## src/rtl/fetch_stage_pkg.sv

```systemverilog
// Shared constants and types for the instruction-fetch stage.
// The IF/ID bundle is a packed struct so it moves as one register word.
package fetch_stage_pkg;

   localparam int ADDR_W = 5;
   localparam int DATA_W = 32;
   localparam int JIDX_W = 26;
   localparam int IFID_W = DATA_W * 2 + 1;

   localparam logic [DATA_W-1:0] RESET_PC  = 32'h0000_0000;
   localparam logic [DATA_W-1:0] NOP_INSTR = 32'h0000_0000;
   localparam logic [DATA_W-1:0] PC_STEP   = 32'd4;

   typedef enum logic [1:0] {
      IFID_HOLD   = 2'd0,
      IFID_LOAD   = 2'd1,
      IFID_BUBBLE = 2'd2
   } ifid_ctrl_e;

   typedef struct packed {
      logic [DATA_W-1:0] instr;
      logic [DATA_W-1:0] pc_plus4;
      logic              valid;
   } ifid_t;

   localparam ifid_t IFID_BUBBLE_VAL = '{instr: NOP_INSTR, pc_plus4: '0, valid: 1'b0};

   // J-format target keeps the region bits of the jump's own PC+4.
   function automatic logic [DATA_W-1:0] jump_target(input logic [DATA_W-1:0] pc4,
                                                     input logic [JIDX_W-1:0] idx);
      return {pc4[DATA_W-1:DATA_W-4], idx, 2'b00};
   endfunction

   function automatic logic [DATA_W-1:0] word_align(input logic [DATA_W-1:0] addr);
      return addr & ~(DATA_W'(3));
   endfunction

endpackage

```

## src/rtl/fetch_stage_ifid_reg.sv

```systemverilog
// IF/ID pipeline register: load a fetched instruction, hold it, or replace it
// with a bubble. Reset leaves it in the bubble state.
module ifid_reg
   import fetch_stage_pkg::*;
(
   input  logic       clk,
   input  logic       rst_n,
   input  ifid_ctrl_e ctrl,
   input  ifid_t      d,
   output ifid_t      q
);

   logic [IFID_W-1:0] q_r;

   always_ff @(posedge clk or negedge rst_n) begin
      if (!rst_n) begin
         q_r <= IFID_BUBBLE_VAL;
      end else begin
         case (ctrl)
            IFID_LOAD:   q_r <= d;
            IFID_BUBBLE: q_r <= IFID_BUBBLE_VAL;
            default:     q_r <= q_r;
         endcase
      end
   end

   assign q = ifid_t'(q_r);

endmodule

```

## src/rtl/fetch_stage.sv

```systemverilog
// Instruction-fetch stage: PC register, next-PC selection, IF/ID capture and
// delivered-instruction counter. Instruction memory is read combinationally.
module fetch_stage
   import fetch_stage_pkg::*;
(
   input  logic              clk,
   input  logic              rst_n,
   output logic [ADDR_W-1:0] imem_addr,
   input  logic [DATA_W-1:0] imem_ins,
   input  logic              stall,
   input  logic              flush,
   input  logic              branch_taken,
   input  logic [DATA_W-1:0] branch_target,
   input  logic              jump,
   input  logic [JIDX_W-1:0] jump_index,
   output logic [DATA_W-1:0] pc,
   output logic [DATA_W-1:0] id_instr,
   output logic [DATA_W-1:0] id_pc_plus4,
   output logic              id_valid,
   output logic [31:0]       fetch_count
);

   logic [DATA_W-1:0] pc_plus4;
   logic [DATA_W-1:0] pc_next;
   ifid_ctrl_e        ifid_ctrl;
   ifid_t             ifid_d;
   ifid_t             ifid_q;
   logic              count_en;

   assign pc_plus4  = pc + PC_STEP;
   assign imem_addr = pc[ADDR_W+1:2];

   // Redirects win over hazards: the wrong-path fetch is always discarded.
   always_comb begin
      pc_next   = pc_plus4;
      ifid_ctrl = IFID_LOAD;
      count_en  = 1'b0;
      if (branch_taken) begin
         pc_next   = word_align(branch_target);
         ifid_ctrl = IFID_BUBBLE;
      end else if (jump) begin
         pc_next   = jump_target(ifid_q.pc_plus4, jump_index);
         ifid_ctrl = IFID_BUBBLE;
      end else if (stall) begin
         pc_next   = pc;
         ifid_ctrl = IFID_HOLD;
      end else if (flush) begin
         ifid_ctrl = IFID_BUBBLE;
      end else begin
         count_en  = 1'b1;
      end
   end

   assign ifid_d = '{instr: imem_ins, pc_plus4: pc_plus4, valid: 1'b1};

   always_ff @(posedge clk or negedge rst_n) begin
      if (!rst_n) begin
         pc          <= RESET_PC;
         fetch_count <= '0;
      end else begin
         pc <= pc_next;
         if (count_en) begin
            fetch_count <= fetch_count + 32'd1;
         end
      end
   end

   ifid_reg u_ifid (
      .clk   (clk),
      .rst_n (rst_n),
      .ctrl  (ifid_ctrl),
      .d     (ifid_d),
      .q     (ifid_q)
   );

   assign id_instr    = ifid_q.instr;
   assign id_pc_plus4 = ifid_q.pc_plus4;
   assign id_valid    = ifid_q.valid;

endmodule

```

## config.mk

```make
export PLATFORM = sky130hd
export DESIGN_NAME = fetch_stage
export DESIGN_NICKNAME = d
export VERILOG_FILES = /design/src/rtl/fetch_stage_pkg.sv /design/src/rtl/fetch_stage_ifid_reg.sv /design/src/rtl/fetch_stage.sv
export SDC_FILE = /design/constraint.sdc
export NUM_CORES = 1
export LEC_CHECK = 0
export CAP_MARGIN = 30
export CORE_MARGIN = 2
export CORE_UTILIZATION = 45
export DETAILED_ROUTE_END_ITERATION = 16
export PLACE_DENSITY = 0.85
export SYNTH_ARGS = -nofsm -noshare
export SYNTH_HDL_FRONTEND = slang
export SYNTH_SLANG_ARGS = --single-unit
```

## constraint.sdc

```tcl
create_clock -name clk -period 2.5 [get_ports clk]
set_input_delay 0.5 -clock clk [delete_from_list [all_inputs] [get_ports clk]]
set_output_delay 0.5 -clock clk [all_outputs]
set_load 0.03 [all_outputs]
```

==> flow_metrics.py <==
metrics = {
    "setup_path": {
        "critical_path_class": "reg -> reg",
        "crit_fanout": 10,
        "critical_path_required_ns": 2.82,
        "arrival_ns": 2.57,
        "crit_slowest_cell": "dfrtp_1",
        "path_cells": "nand4_2, buf_4, or4_1, buf_4, nor3_2, xnor2_1, o31ai_1",
        "crit_top_cell": "buf_4",
        "end_kind": "flip-flop",
        "slowest_delay_ns": 0.48,
        "crit_path_start_kind": "flip-flop",
        "reg2reg_slack_ns": 0.25,
    },
    "drt": {
        "drc": 0,
        "dr.pass1.iters": 5,
        "wl_per_cell_um": 17.4,
        "drtIter0Drc": 472,
        "dr_total_vias": 6097,
        "antenna_left": 0,
        "via_per_inst": 5.48,
        "wirelength_um": 19400,
    },
    "clock_tree": {
        "cts_buffers": 17,
        "clkLatencyLatePin_ns": 0.42,
        "postCtsSetupBuffers": 0,
        "clock-sinks": 126,
        "cts_buffer_depth": 2,
        "cts_tree": "built",
        "root_buffer": "clkbuf_16",
        "cts_resized": 0,
        "path_clk_slew_ns": 0.05,
        "cts_max_level": 4,
        "cts_hold_buf": 0,
    },
    "placed_design": {
        "postPlaceCellArea_sq_um": 9050,
        "io_buffers": 225,
        "post-dp-hpwl_um": 14200,
        "gp_congestion": 0.922,
        "place_inst": 1084,
    },
    "sta": {
        "skew_ns": 0.00553,
        "period_minus_slack_ns": 2.25,
        "setup_viol": 0,
        "drv_slew": 0,
        "tightest_slew_ns": 0.615,
        "fin_crit_sh": 0.902,
        "relSlewSlack": 0.590,
        "rsz0062_at_grt": "no",
        "max_freq_mhz": 444,
        "hold_viol_final": 0,
    },
    "synth": {
        "syn_area_sq_um": 6330,
        "synth_edf_count": 0,
        "seq_area_frac_synth": 0.498,
        "ys_ff_latch": 126,
        "synth.avg_cell_area_sq_um": 9.36,
        "ys_warn_count": 0,
        "postSynthCellCount": 676,
        "ys_types": 48,
        "synth_ff_type": "dfrtp_1",
        "async_flop_share": 1.00,
    },
    "final_layout": {
        "antenna_cells": 0,
        "drive_above_1_share": 0.0943,
        "syn_to_final_growth_pct": 51.9,
        "fin_cells": 1113,
        "nets": 1022,
        "stdcell_area_sq_um": 9610,
    },
    "floorplan": {
        "io_pins": 230,
        "die_h_um": 123,
        "die-area_sq_um": 15000,
        "core_area_sq_um": 13800,
        "row_count": 43,
        "die_x_um": 123,
        "initial_core_util": 0.458,
    },
    "global_route": {
        "antenna_found_initial": 0,
        "globalRoute.totalOverflow": 0,
        "grt_pass1_vias": 5925,
        "track_usage": 0.264,
        "grt_max_degree": 46,
        "grt_pass1_wl_um": 30500,
    },
    "power_and_ir_drop": {
        "ir_worst_vdd_v": 0.000474,
        "powerDensity_nw_per_um2": 641,
        "leakagePower_nw": 3.96,
    },
    "run_status": {
        "status": "completed",
    },
    "hold_path": {
        "worst_hold_path_type": "in -> async",
    },
    "run": {
        "maxCapViolCount": 0,
    },
}
power breakdown:
part	switching [W]	internal, W	total (W)	leakage [nW]
registers	0.000167	0.00219	0.00236	1.66
clock network	0.000840	0.00156	0.00240	0.285
logic	0.000772	0.000632	0.00140	2.01
Yosys cell counts (3+ instances only):
cell	n	area [sq um]
xnor2_1	55	482
o21a_1	5	37.5
nor2_1	29	109
o31ai_1	9	67.6
nor3_1	15	75.1
a21o_1	3	22.5
nand3_1	21	105
or2_2	3	18.8
o21ai_0	72	360
nand2b_1	35	219
nand4_1	13	81.3
and4_1	10	87.6
and3_1	9	56.3
xor2_1	15	131
a22oi_1	5	37.5
o221ai_1	3	26.3
nor4_1	12	75.1
a21oi_1	24	120
clkbuf_1	30	113
buf_4	8	60.1
or4_1	3	22.5
inv_1	14	52.6
a31oi_1	3	18.8
nand2_1	102	383
buf_2	4	20.0
o22ai_1	12	75.1
dfrtp_1	126	3150
ha_1	3	37.5
mux2i_1	6	60.1
buf_1	4	15.0
path summary, 6_finish.rpt:
kind | startpoint | end | depth (start not counted)
max in group asynchronous | rst_n | u_ifid.q[18] | 2
min in group clk | fetch_count[31] | fetch_count[31] | 1
max reg2reg | pc[10] | u_ifid.q[26] | 7
min | rst_n | fetch_count[12] | 1
max | pc[10] | u_ifid.q[26] | 7
min reg2reg | fetch_count[31] | fetch_count[31] | 1
critical path, delay by kind of cell (launching register included):
family          cells  cell delay, ns
buf+inv             2            0.38
xor+xnor            1            0.18
compound gates      1            0.25
flops               1            0.48
simple gates        3            0.86
cell type report:
cell class | instances | area (sq um)
Clock inverter | 9 | 120
Timing Repair Buffer | 273 | 2690
Clock buffer | 20 | 447
Sequential cell | 126 | 3150
Multi-Input combinational cell | 491 | 2930
Fill cell | 1062 | 4210
Inverter | 14 | 52.6
Tap cell | 180 | 225
per-layer routing:
metal  part of all wire  up-vias  track usage
met5                  0        -            0
met4              0.022        0       0.0920
met3              0.090       36       0.0683
met2               0.48      304        0.444
met1               0.41     2914        0.331
li1                   -     2843            -
flip-flops by register name, indices dropped and copies added, names as in the netlist:
register     cells
pc              30
fetch_count     32
u_ifid.q        64
kinds of logic (layout without fill, tap and decap cells):
family,Yosys count,after routing,share of synthesized area
and+or+nand+nor,263,263,0.211
AOI/OAI and AO/OA,145,145,0.133
DFF,126,126,0.498
xor gates and xnor gates,70,70,0.0969
buffers and inverters,60,316,0.0411
muxes,8,8,0.0131
adders and majority gates,3,3,0.00593
other,1,2,0.000593
per-stage QoR:
| step | power [W] | worst slack [ns] | util | setup TNS (ns) | hold slack [ns] |
|---|---|---|---|---|---|
| 2_1_floorplan | 0.00306 | 0.00643 | - | 0 | 0.204 |
| 3_3_place_gp | 0.00376 | 0.0252 | 0.654 | 0 | 0.464 |
| 3_5_place_dp | 0.00379 | -0.0618 | 0.654 | -0.503 | 0.472 |
| 4_1_cts | 0.00620 | 0.242 | 0.695 | 0 | 0.110 |
| 5_1_grt | 0.00639 | 0.0636 | 0.695 | 0 | 0.149 |
| 6_report | 0.00616 | 0.246 | 0.695 | 0 | 0.0989 |
layout by cell type, fill, tap and decap left out, drive strengths merged, types with 12 or more instances in the layout:
master and count:
clkdlybuf4s50 224, dfrtp 126, nand2 102, o21ai 72, xnor2 55, buf 49, nand2b 35, nor2 29
a21oi 24, nand3 21, clkbuf 20, nor3 16, xor2 15, nand4 15, inv 14, nor4 13
o22ai 12
Note: power is estimated with default switching activity, not from simulation.
